## config.mk

```make
export PLATFORM = sky130hd
export DESIGN_NAME = rr_packet_arbiter
export DESIGN_NICKNAME = d
export VERILOG_FILES = /design/src/rtl/rr_packet_arbiter.sv
export SDC_FILE = /design/constraint.sdc
export NUM_CORES = 1
export LEC_CHECK = 0
export BUFFER_PORTS_ARGS = -buffer_cell sky130_fd_sc_hd__buf_2
export CAP_MARGIN = 30
export CORE_ASPECT_RATIO = 0.9
export CORE_MARGIN = 8
export CORE_UTILIZATION = 54
export CTS_CLUSTER_SIZE = 40
export DETAILED_ROUTE_END_ITERATION = 6
export PLACE_DENSITY = 0.84
export SYNTH_ARGS = -nofsm -noshare
export SYNTH_HDL_FRONTEND = slang
export SYNTH_SLANG_ARGS = --single-unit
export TNS_END_PERCENT = 30
```

## constraint.sdc

```tcl
create_clock -name clk -period 4.6 [get_ports clk]
set_input_delay 0.69 -clock clk [delete_from_list [all_inputs] [get_ports clk]]
set_output_delay 0.69 -clock clk [all_outputs]
set_load 0.01 [all_outputs]
```

## src/rtl/rr_packet_arbiter.sv

```systemverilog
`default_nettype none
// ============================================================================
// Module   : rr_packet_arbiter
// Purpose  : Packet-locked round-robin arbiter with a registered output stage
//            and a stall timeout that releases a starved grant.
// Revision : 1.0
// ============================================================================
module rr_packet_arbiter #(
    parameter int NUM_REQ       = 4,
    parameter int DATA_WIDTH    = 8,
    parameter int STALL_TIMEOUT = 1024
) (
    input  logic                                            clk,
    input  logic                                            reset,
    input  logic [NUM_REQ-1:0]                              in_valid,
    input  logic [NUM_REQ*DATA_WIDTH-1:0]                   in_data,
    input  logic [NUM_REQ-1:0]                              in_last,
    output logic [NUM_REQ-1:0]                              in_ready,
    output logic                                            out_valid,
    output logic [DATA_WIDTH-1:0]                           out_data,
    output logic                                            out_last,
    output logic [((NUM_REQ > 1) ? $clog2(NUM_REQ) : 1)-1:0] out_src,
    input  logic                                            out_ready,
    output logic                                            abort
);

    localparam int c_SRC_W = (NUM_REQ > 1) ? $clog2(NUM_REQ) : 1;
    localparam int c_CNT_W = $clog2(STALL_TIMEOUT + 1);
    localparam logic [c_SRC_W-1:0] c_LAST_IDX = c_SRC_W'(NUM_REQ - 1);
    localparam logic [c_CNT_W-1:0] c_CNT_MAX  = c_CNT_W'(STALL_TIMEOUT - 1);
    localparam logic [c_SRC_W:0]   c_NUM_REQ  = (c_SRC_W + 1)'(NUM_REQ);

    typedef enum logic [0:0] {
        S_IDLE   = 1'b0,
        S_LOCKED = 1'b1
    } state_t;

    state_t                 r_state, w_state_nxt;
    logic [c_SRC_W-1:0]     r_grant, w_grant_nxt;
    logic [c_SRC_W-1:0]     r_ptr, w_ptr_nxt;
    logic [c_CNT_W-1:0]     r_cnt, w_cnt_nxt;
    logic                   r_out_valid, w_out_valid_nxt;
    logic [DATA_WIDTH-1:0]  r_out_data, w_out_data_nxt;
    logic                   r_out_last, w_out_last_nxt;
    logic [c_SRC_W-1:0]     r_out_src, w_out_src_nxt;
    logic                   r_abort, w_abort_nxt;

    logic [NUM_REQ-1:0]     w_rot;
    logic [c_SRC_W-1:0]     w_off;
    logic [c_SRC_W:0]       w_sum;
    logic [c_SRC_W-1:0]     w_pick;
    logic [c_SRC_W-1:0]     w_grant_inc;
    logic [NUM_REQ-1:0]     w_gmask;
    logic                   w_gvalid;
    logic                   w_glast;
    logic [DATA_WIDTH-1:0]  w_gdata;
    logic                   w_space;
    logic                   w_xfer;

    // Rotate requests so offset 0 is the pointer, take the lowest set offset,
    // then map back to an absolute index modulo NUM_REQ.
    always_comb begin
        w_rot = NUM_REQ'({in_valid, in_valid} >> r_ptr);
        w_off = '0;
        for (int k = NUM_REQ - 1; k >= 0; k--) begin
            if (w_rot[k]) begin
                w_off = c_SRC_W'(k);
            end
        end
        w_sum  = {1'b0, r_ptr} + {1'b0, w_off};
        w_pick = (w_sum >= c_NUM_REQ) ? c_SRC_W'(w_sum - c_NUM_REQ) : w_sum[c_SRC_W-1:0];
    end

    assign w_grant_inc = (r_grant == c_LAST_IDX) ? '0 : r_grant + 1'b1;
    assign w_gmask     = NUM_REQ'(1) << r_grant;
    assign w_gvalid    = |(in_valid & w_gmask);
    assign w_glast     = |(in_last & w_gmask);
    assign w_gdata     = DATA_WIDTH'(in_data >> (r_grant * DATA_WIDTH));
    assign w_space     = !r_out_valid || out_ready;

    always_comb begin
        w_state_nxt     = r_state;
        w_grant_nxt     = r_grant;
        w_ptr_nxt       = r_ptr;
        w_cnt_nxt       = r_cnt;
        w_abort_nxt     = 1'b0;
        w_out_valid_nxt = r_out_valid;
        w_out_data_nxt  = r_out_data;
        w_out_last_nxt  = r_out_last;
        w_out_src_nxt   = r_out_src;
        in_ready        = '0;
        w_xfer          = 1'b0;

        case (r_state)
            S_IDLE: begin
                w_cnt_nxt = '0;
                if (|in_valid) begin
                    w_grant_nxt = w_pick;
                    w_state_nxt = S_LOCKED;
                end
            end
            S_LOCKED: begin
                if (w_space) begin
                    in_ready = w_gmask;
                end
                w_xfer = w_gvalid && w_space;
                if (w_xfer) begin
                    w_cnt_nxt = '0;
                    if (w_glast) begin
                        w_state_nxt = S_IDLE;
                        w_ptr_nxt   = w_grant_inc;
                    end
                end else if (!w_gvalid) begin
                    // A word waiting on a blocked output is not a stall.
                    if (r_cnt == c_CNT_MAX) begin
                        w_state_nxt = S_IDLE;
                        w_ptr_nxt   = w_grant_inc;
                        w_abort_nxt = 1'b1;
                    end else begin
                        w_cnt_nxt = r_cnt + 1'b1;
                    end
                end
            end
            default: w_state_nxt = S_IDLE;
        endcase

        if (w_xfer) begin
            w_out_valid_nxt = 1'b1;
            w_out_data_nxt  = w_gdata;
            w_out_last_nxt  = w_glast;
            w_out_src_nxt   = r_grant;
        end else if (r_out_valid && out_ready) begin
            w_out_valid_nxt = 1'b0;
        end
    end

    always_ff @(posedge clk or posedge reset) begin
        if (reset) begin
            r_state     <= S_IDLE;
            r_grant     <= '0;
            r_ptr       <= '0;
            r_cnt       <= '0;
            r_out_valid <= 1'b0;
            r_out_data  <= '0;
            r_out_last  <= 1'b0;
            r_out_src   <= '0;
            r_abort     <= 1'b0;
        end else begin
            r_state     <= w_state_nxt;
            r_grant     <= w_grant_nxt;
            r_ptr       <= w_ptr_nxt;
            r_cnt       <= w_cnt_nxt;
            r_out_valid <= w_out_valid_nxt;
            r_out_data  <= w_out_data_nxt;
            r_out_last  <= w_out_last_nxt;
            r_out_src   <= w_out_src_nxt;
            r_abort     <= w_abort_nxt;
        end
    end

    assign out_valid = r_out_valid;
    assign out_data  = r_out_data;
    assign out_last  = r_out_last;
    assign out_src   = r_out_src;
    assign abort     = r_abort;

endmodule
`default_nettype wire
```

# [Word level (Yosys, flattened, before mapping)]
# Index checks and enable logic that the tools add are counted.
# W data, S select, Z words.
[op_classes] n_addsub=4 magnitude_cmp=1 eq_ne=6 shift=3 mux=29 bitwise_logic=3 reduce_logical=12
[op_table] op="$mux W11" n=3
[op_table] op="$shr A32 B5 Y8" n=1
[op_table] op="$pmux W11 S2" n=1
[op_table] op="$mux W2" n=10
[op_table] op="$mux W1" n=12
[op_table] op="$reduce_or A4 Y1" n=3
[op_table] op="$add A11 B1 Y11 const B" n=1
[op_table] op="$eq A11 B10 Y1 const B" n=1
[op_table] op="$and A4 B4 Y4" n=2
[op_table] op="$mux W4" n=2
[op_table] op="$shr A8 B2 Y4" n=1
[op_table] op="$reduce_and A2 Y1" n=2
[op_table] op="$reduce_and A4 Y1" n=1
[op_table] op="$reduce_bool A2 Y1" n=2
[op_table] op="$shl A1 B2 Y4 const A" n=1
[op_table] op="$add A2 B2 Y3" n=1
[op_table] op="$ge A3 B3 Y1 const B" n=1
[op_table] op="$ne A3 B2 Y1 const B" n=1
[op_table] op="$ne A3 B3 Y1 const B" n=1
[op_table] op="$add A2 B1 Y2 const B" n=1
[op_table] op="$eq A2 B2 Y1 const B" n=1
[op_table] op="$logic_and A1 B1 Y1" n=2
[op_table] op="$ne A2 B1 Y1 const B" n=1
[op_table] op="$ne A2 B2 Y1 const B" n=1
[op_table] op="5 further kinds" n=5
[word_totals] regBits=29 inputBits=43 output_inout_bits=17 word_cells=67

# [Logic depth before layout (Yosys ltp)]
# Gate-level depths: netlist of run 1.
[logic_depth] depth_word=8 depth_mapped=9 mapped_depth_nobuf=7

# [Worst setup path after synthesis of run 1]
# Ideal clock, no wire load.
[synth_timing] kind="register to register" from="register r_grant[0]" to="register r_out_data[0], in the netlist out_data[0]" setup_ns=0.125 t_arrival_ns=2.092 t_required_ns=4.475 slack_ns=2.383 path_stages_with_launch=8 n_path_buf=2 synth_period_minus_slack_ns=2.217 path_cell_list="dfrtp_1 -> buf_2 -> inv_1 -> ha_1 -> a22o_1 -> o211ai_4 -> buf_2 -> mux2_2"
[synth_via] elab_chain_cells=5 word_cells_on_any_way=6 cone_classes="shift: 2; mux: 1; bitwise: 1; reduce/logical: 2"
[synth_rtl] element="start, declared" line="39" text="logic [c_SRC_W-1:0] r_grant, w_grant_nxt;"
[synth_rtl] element="start signal, assigned" line="150" text="r_grant <= w_grant_nxt;"
[synth_rtl] element="$shl A1 B2 Y4" line="75" text="assign w_gmask = NUM_REQ'(1) << r_grant;"
[synth_rtl] element="$and A4 B4 Y4" line="76" text="assign w_gvalid = |(in_valid & w_gmask);"
[synth_rtl] element="$reduce_or A4 Y1" line="76"
[synth_rtl] element="$logic_and A1 B1 Y1" line="106" text="w_xfer = w_gvalid && w_space;"
[synth_rtl] element="$mux W1" line="94" text="case (r_state)"
[synth_rtl] element="end signal, assigned" line="154" text="r_out_data <= w_out_data_nxt;"
[synth_rtl] element="end, declared" line="43" text="logic [DATA_WIDTH-1:0] r_out_data, w_out_data_nxt;"
# Several ways; a longest one is shown, not always the timed one.
# A chain may end at the register's enable or synchronous reset.

# [Final worst setup path of run 1]
[layout_timing] from="register r_grant[0]" to="register r_ptr[1]"
[layout_via] elab_chain_cells=6 word_cells_on_any_way=17 cone_classes="add/sub: 1; eq/ne: 3; shift: 1; mux: 5; bitwise: 2; reduce/logical: 5"
[layout_rtl] element="$shl A1 B2 Y4" line="75"
[layout_rtl] element="$and A4 B4 Y4" line="76"
[layout_rtl] element="$reduce_or A4 Y1" line="76"
[layout_rtl] element="$logic_and A1 B1 Y1" line="106"
[layout_rtl] element="$ne A2 B2 Y1 (no line), or another cell as far along"
[layout_rtl] element="$reduce_and A4 Y1 (no line)"
[layout_rtl] element="end signal, assigned" line="151" text="r_ptr <= w_ptr_nxt;"
[layout_rtl] element="end, declared" line="40" text="logic [c_SRC_W-1:0] r_ptr, w_ptr_nxt;"
# Several ways; a longest one is shown, not always the timed one. The select of a mux whose other input is x is not followed.

==> results of run 1 <==
[sequential cells by signal, summed over array words and instances, names as in the netlist]
name       cells
abort          1
r_grant        2
out_src        2
out_data       8
r_state        1
out_valid      1
r_cnt         11
out_last       1
r_ptr          2
[per-stage QoR]
| step | power, µW | setup WS, ns | utilization |
|---|---|---|---|
| detailed placement | 1100 | 1.91 | 0.647 |
| CTS | 1340 | 1.90 | 0.678 |
| finish | 1330 | 1.93 | 0.678 |
| floorplan | 931 | 2.38 | - |
| global placement | 1090 | 1.99 | 0.639 |
| global route | 1430 | 1.69 | 0.678 |
[report_power, final]
| part | switching, µW | internal, µW | total, µW | leakage (µW) |
|---|---|---|---|---|
| registers | 106 | 344 | 450 | 0.000365 |
| clock network | 94.8 | 135 | 230 | 0.0000542 |
| logic | 329 | 323 | 652 | 0.000626 |
[critical path: stages, from the launching register on]
cell and delay (ns):
sky130_fd_sc_hd__dfrtp_1 0.73, sky130_fd_sc_hd__inv_1 0.19, sky130_fd_sc_hd__ha_1 0.31, sky130_fd_sc_hd__a22o_1 0.30
sky130_fd_sc_hd__o211ai_4 0.44, sky130_fd_sc_hd__o22ai_1 0.25, sky130_fd_sc_hd__mux2_1 0.35
[path summary, 6_finish.rpt]
path | startpoint | endpoint | slack (ns) | cells after the start
setup / recovery | r_grant[0] | r_ptr[1] | 1.93 | 6
hold / removal | reset | r_cnt[10] | 0.40 | 2
setup reg to reg | r_grant[0] | r_ptr[1] | 1.93 | 6
hold reg to reg | out_last | out_last | 0.50 | 2
max in group asynchronous | reset | out_data[1] | 3.74 | 3
min in group clk | out_last | out_last | 0.50 | 2
[cell type report]
cell class | count | area share
Tap cell | 44 | 0.0246
Inverter | 7 | 0.0117
Clock buffer | 7 | 0.0430
Clock inverter | 1 | 0.00223
Sequential cell | 29 | 0.324
Timing Repair Buffer | 60 | 0.144
Multi-Input combinational cell | 122 | 0.450
[cells by family after synthesis]
| logic type | after synthesis | synth area share |
|---|---|---|
| AOI/OAI and AO/OA | 45 | 0.182 |
| adders and majority gates | 6 | 0.0411 |
| DFF | 29 | 0.397 |
| buffers and inverters | 19 | 0.0507 |
| and+or+nand+nor | 53 | 0.168 |
| muxes | 18 | 0.160 |
[placed cells by master, fill, tap and decap left out, types with 4 or more instances in the layout]
cell type	netlist	final
sky130_fd_sc_hd__nor2b_1	4	4
sky130_fd_sc_hd__buf_2	8	59
sky130_fd_sc_hd__nand2_1	10	10
sky130_fd_sc_hd__ha_1	6	6
sky130_fd_sc_hd__and3_1	4	4
sky130_fd_sc_hd__or4_1	7	7
sky130_fd_sc_hd__nand3_1	5	5
sky130_fd_sc_hd__a21oi_1	11	11
sky130_fd_sc_hd__dfrtp_1	29	29
sky130_fd_sc_hd__o21ai_0	7	7
sky130_fd_sc_hd__inv_1	7	7
sky130_fd_sc_hd__nor2_1	10	10
sky130_fd_sc_hd__mux2_2	8	8
sky130_fd_sc_hd__o31ai_1	7	7
sky130_fd_sc_hd__clkbuf_8	0	7
sky130_fd_sc_hd__mux4_2	8	8
[cell usage after synthesis, types with 2 or more instances]
cell type	n
sky130_fd_sc_hd__nand3_1	5
sky130_fd_sc_hd__ha_1	6
sky130_fd_sc_hd__dfrtp_1	29
sky130_fd_sc_hd__or4_1	7
sky130_fd_sc_hd__o21ai_0	7
sky130_fd_sc_hd__o31ai_1	7
sky130_fd_sc_hd__mux2_2	8
sky130_fd_sc_hd__nand4_1	3
sky130_fd_sc_hd__a31oi_1	3
sky130_fd_sc_hd__mux2_1	2
sky130_fd_sc_hd__buf_2	8
sky130_fd_sc_hd__clkbuf_1	2
sky130_fd_sc_hd__a221oi_1	2
sky130_fd_sc_hd__nand2_1	10
sky130_fd_sc_hd__a21o_1	2
sky130_fd_sc_hd__nor2_1	10
sky130_fd_sc_hd__a21oi_1	11
sky130_fd_sc_hd__o21bai_1	2
sky130_fd_sc_hd__nor2b_1	4
sky130_fd_sc_hd__inv_1	7
sky130_fd_sc_hd__and4_4	2
sky130_fd_sc_hd__a22o_1	3
sky130_fd_sc_hd__and3_1	4
sky130_fd_sc_hd__mux4_2	8
[metal layers]
layer / routed length [µm] / GRT usage
met1: 1790 / 0.183
met3: 238 / 0.0506
met2: 2360 / 0.293
met5: 0 / 0
met4: 84 / 0.0607
==> flow_summary.yaml, run 1 <==
route:
  wl_per_cell_um: 16.6
  detailed_routing_iteration_count_for_the_pre_antenna_repair_pass: 5
  ant_nets: 0
  vias: 1576
  drt-initial-drc-count: 79
  drt_drc_violations_left: 0
  totalWireLength_um: 4480
  detail_route.vias_per_cell: 5.84
timing:
  fin_crit_sh: 0.582
  worst_hold_slack_ns: 0.402
  relSlewSlack: 0.597
  rsz0062_at_grt: "false"
  min_period_ns: 2.68
  timing.clock.skew_ns: 0.00826
  totalNegativeSetupSlack_ns: 0
  drv_slew: 0
  final_hold_viol_count: 0
  maxClockFrequency_mhz: 374
  finalSetupViolCount: 0
  tightestPinTransition_ns: 0.604
cts:
  cts_inserted_buffers: 5
  cts_repair_resize_count: 0
  post-cts-setup-buffer-count: 0
  insertion_delay_ns: 0.28
  tritoncts: "done"
  cts_buffer_depth: 2
  clkSlewWorstSetupHoldPaths_ns: 0.07
  clock_tree.root_cell: "sky130_fd_sc_hd__clkbuf_8"
  htree_num_levels: 2
  numClockSinks: 29
  cts_hold_buf: 0
placed_design:
  numPlacedInstances: 262
  post_dp_cell_area_um2: 2140
  dp_hpwl_um: 3380
  numPortBuffers: 59
  routabilityCongestion: 0.838
grt:
  maximum_number_of_pins_on_one_net_before_global_route_repair: 22
  global_route.overflow_total: 0
  grt_first_pass_wirelength_um: 7420
  first_global_vias: 1641
  number_of_antenna_violations_at_the_first_check_in_global_routing: 0
  grt_util_all_layers: 0.166
finish:
  area_growth_pct: 22.6
  fillerInstances: 262
  drive_above_1_share: 0.403
  nets: 274
  diodes: 0
  finish.instance_area_um2: 2240
  fin_cells: 270
  layout.area.seq_um2: 726
  multi_input_area_um2: 1010
pwr:
  power.density_cell_area_nw_per_um2: 594
  irDropWorstVdd_v: 0.000390
  power_leakage_uw: 0.00105
setup_path:
  startpoint_type: "register"
  worst-endpoint-required_ns: 4.76
  endpoint_kind: "register"
  path_max_fanout: 16
  critical_path_class: "register to register"
  critPathArrivalTime_ns: 2.83
synthesis:
  synth_top_area_frac: 0.397
  netlist_top_cells_area: "sky130_fd_sc_hd__dfrtp_1 40%, sky130_fd_sc_hd__mux4_2 9.9%, sky130_fd_sc_hd__mux2_2 4.9%, sky130_fd_sc_hd__ha_1 4.1%, sky130_fd_sc_hd__a21oi_1 3.0%"
  synth.lib_cells_used.distinct: 42
  synthCells: 170
  mappedNetlistNets: 219
  synth_seq_area_share: 0.397
  ys_dominant_reg_cell: "sky130_fd_sc_hd__dfrtp_1"
  post_synth_instance_area_um2: 1830
  syn_area_per_cell_um2: 10.7
  synth_area_leader_cell: "sky130_fd_sc_hd__dfrtp_1"
  synth_register_bits: 29
  ys_async_sr_fraction: 1.00
  synth_edf_count: 0
  yosysWarnings: 0
floorplanning:
  die_boundary_height_um: 71.2
  die-width_um: 77.3
  fp.coreArea_um2: 3300
  floorplan.initialDensity: 0.553
  io_pins: 60
  die_area_um2: 5500
  rows: 20
run_status:
  run_status: "completed"
hold_path:
  hp-class: "primary input to async pin"
run:
  timing.max_cap.violations: 0
Power figures use the tool's default switching activity.
==> inputs of run 2 (changes only) <==
- ABC_AREA: default -> 1
- CORE_UTILIZATION: 54 -> 51
- PLACE_DENSITY: 0.84 -> 0.8
- clock period: 4.6 -> 2.65 ns (I/O delays scaled with it)
==> run 2 against run 1 <==
Maximum frequency rose by 13%. Global-route usage rose by 1.4 points. Critical path depth rose by 3. Critical endpoint is now out_data[3]. Combinational power rose by 100%. Clock skew fell by 0.0059 ns. Via count rose by 20%. Non-clock buffer count rose by 2. Worst setup slack got worse by 1.6 ns.
==> flow_summary.yaml, run 2 <==
cts:
  cts_repair_resize_count: 0
  htree_num_levels: 2
  cts_inserted_buffers: 5
  cts_buffer_depth: 2
  insertion_delay_ns: 0.28
  tritoncts: "done"
  cts_hold_buf: 0
  post-cts-setup-buffer-count: 0
  clkSlewWorstSetupHoldPaths_ns: 0.06
  clock_tree.root_cell: "sky130_fd_sc_hd__clkbuf_8"
  numClockSinks: 29
route:
  wl_per_cell_um: 13.3
  drt_drc_violations_left: 0
  vias: 1889
  detail_route.vias_per_cell: 5.18
  drt-initial-drc-count: 105
  detailed_routing_iteration_count_for_the_pre_antenna_repair_pass: 4
  totalWireLength_um: 4870
  ant_nets: 0
finish:
  layout.cells.most_common_list: "76 x sky130_fd_sc_hd__nand2_1, 59 x sky130_fd_sc_hd__buf_2, 32 x sky130_fd_sc_hd__nor2_1"
  diodes: 0
  fillerInstances: 283
  layout_commonest_cell: "sky130_fd_sc_hd__nand2_1"
  drive_above_1_share: 0.255
  post-route-util: 0.670
  nets: 369
  largest_reg_flops: 11
  area_growth_pct: 24.9
  largest_register: "r_cnt"
  fin_cells: 365
synthesis:
  synthCells: 257
  synth_top_area_frac: 0.395
  post-synth-top-count-cell: "sky130_fd_sc_hd__nand2_1"
  synth.lib_cells_used.distinct: 30
  yosysWarnings: 0
  mappedNetlistNets: 306
  syn_area_per_cell_um2: 7.16
  synth_area_leader_cell: "sky130_fd_sc_hd__dfrtp_1"
  synth_edf_count: 0
  ys_async_sr_fraction: 1.00
  netlist_top_cells_area: "sky130_fd_sc_hd__dfrtp_1 39%, sky130_fd_sc_hd__nand2_1 16%, sky130_fd_sc_hd__nor2_1 6.5%, sky130_fd_sc_hd__o21ai_0 6.3%, sky130_fd_sc_hd__nand3_1 5.7%"
  synth_common_cells: "76 x sky130_fd_sc_hd__nand2_1, 32 x sky130_fd_sc_hd__nor2_1, 29 x sky130_fd_sc_hd__dfrtp_1, 23 x sky130_fd_sc_hd__o21ai_0"
  synth_seq_area_share: 0.395
  ys_dominant_reg_cell: "sky130_fd_sc_hd__dfrtp_1"
  synth_register_bits: 29
  post_synth_instance_area_um2: 1840
hold_path:
  hp-class: "primary input to async pin"
setup_path:
  critPathArrivalTime_ns: 2.53
  endpoint_kind: "register"
  path_max_fanout: 19
  critical_path_class: "register to register"
  worst-endpoint-required_ns: 2.83
  startpoint_type: "register"
placed_design:
  preCtsSetupSlack_ns: 0.342
  dp_hpwl_um: 3770
  numPortBuffers: 59
  numPlacedInstances: 357
  routabilityCongestion: 0.876
timing:
  tightestPinTransition_ns: 0.534
  drv_slew: 0
  final_hold_viol_count: 0
  fin_crit_sh: 0.890
  maxClockFrequency_mhz: 424
  totalNegativeSetupSlack_ns: 0
  worst_hold_slack_ns: 0.173
  finalSetupViolCount: 0
  rsz0062_at_grt: "false"
  worst_slack_ns: 0.291
  relSlewSlack: 0.644
  min_period_ns: 2.36
  timing.clock.skew_ns: 0.00234
pwr:
  p_switching_uw: 1150
  comb_power_share: 0.521
  intPower_uw: 1370
  p_sw_frac: 0.456
  power.density_cell_area_nw_per_um2: 1090
  irDropWorstVdd_v: 0.000528
  pwr-share-clk: 0.189
  power_leakage_uw: 0.00122
  sequentialPowerShare: 0.289
grt:
  first_global_vias: 1903
  grt_util_all_layers: 0.180
  global_route.overflow_total: 0
  maximum_number_of_pins_on_one_net_before_global_route_repair: 30
  number_of_antenna_violations_at_the_first_check_in_global_routing: 0
  grt_first_pass_wirelength_um: 8310
floorplanning:
  io_pins: 60
  die-width_um: 79.3
  floorplan.initialDensity: 0.536
  rows: 20
  fp.coreArea_um2: 3430
  die_boundary_height_um: 73.0
  die_area_um2: 5790
run_status:
  run_status: "completed"
run:
  timing.max_cap.violations: 0
[run 2: cell types whose count changed after synthesis, moves of 8 or more]
cell,change
sky130_fd_sc_hd__a21oi_1,-8
sky130_fd_sc_hd__inv_1,+14
sky130_fd_sc_hd__mux2_2,-8
sky130_fd_sc_hd__mux4_2,-8
sky130_fd_sc_hd__nand2_1,+66
sky130_fd_sc_hd__nand3_1,+16
sky130_fd_sc_hd__nor2_1,+22
sky130_fd_sc_hd__o21ai_0,+16
sky130_fd_sc_hd__o22ai_1,+8
[run 2: worst max-delay path, cell delays in order (launching register included)]
cell	delay, ns
sky130_fd_sc_hd__dfrtp_1	0.68
sky130_fd_sc_hd__inv_1	0.22
sky130_fd_sc_hd__ha_1	0.29
sky130_fd_sc_hd__a22o_4	0.28
sky130_fd_sc_hd__nor2_4	0.12
sky130_fd_sc_hd__nor2_2	0.07
sky130_fd_sc_hd__nand2_2	0.24
sky130_fd_sc_hd__inv_1	0.21
sky130_fd_sc_hd__nand2_1	0.09
sky130_fd_sc_hd__nand2_1	0.05
[run 2: cell type report]
class | instances | area (µm²) | share of cell area
clock buffer | 7 | 86.3 | 0.0376
clock inverter | 1 | 30.0 | 0.0131
inverter | 24 | 90.1 | 0.0392
multi-input combinational | 198 | 992 | 0.432
sequential | 29 | 726 | 0.316
tap | 44 | 55.1 | 0.0240
timing repair buffer | 62 | 318 | 0.138
[run 2: through the flow]
| step | area (µm²) | power (µW) |
|---|---|---|
| final | 2300 | 2510 |
| after global routing | 2300 | 2740 |
| after CTS | 2300 | 2520 |
| after detailed placement | 2180 | 2030 |
| after global placement | 2180 | 2010 |
| after floorplan | 1840 | 1660 |
[run 2: power groups by stage]
stage | Clock (µW) | Sequential (µW) | Combinational [µW]
floorplan | 0 | 730 | 932
global placement | 0 | 730 | 1280
detailed placement | 0 | 729 | 1300
CTS | 485 | 725 | 1310
global route | 506 | 746 | 1490
finish | 476 | 727 | 1310
[run 2: per-layer routing]
layer / part of all wire / track usage
met1: 0.48 / 0.229
met2: 0.44 / 0.274
met3: 0.073 / 0.0702
met4: 0.013 / 0.0534
met5: 0 / 0
[run 2: path summary, 6_finish.rpt]
path,startpoint,to,slack (ns),cells past startpoint
worst max-delay path,r_grant[0],out_data[3],0.29,9
worst min-delay path,reset,r_cnt[4],0.17,3
worst max register to register,r_grant[0],out_data[3],0.29,9
worst min register to register,out_data[4],out_data[4],0.48,2
max in group asynchronous,reset,r_ptr[1],2.21,3
min in group clk,out_ready,out_valid,0.44,4
[run 2: kinds of logic after synthesis]
group / Yosys count / share of synthesized area
fa+ha+maj: 6 / 0.0408
flops: 29 / 0.395
compound gates: 42 / 0.131
buf+inv: 30 / 0.0660
simple gates: 149 / 0.363
xor+xnor: 1 / 0.00476
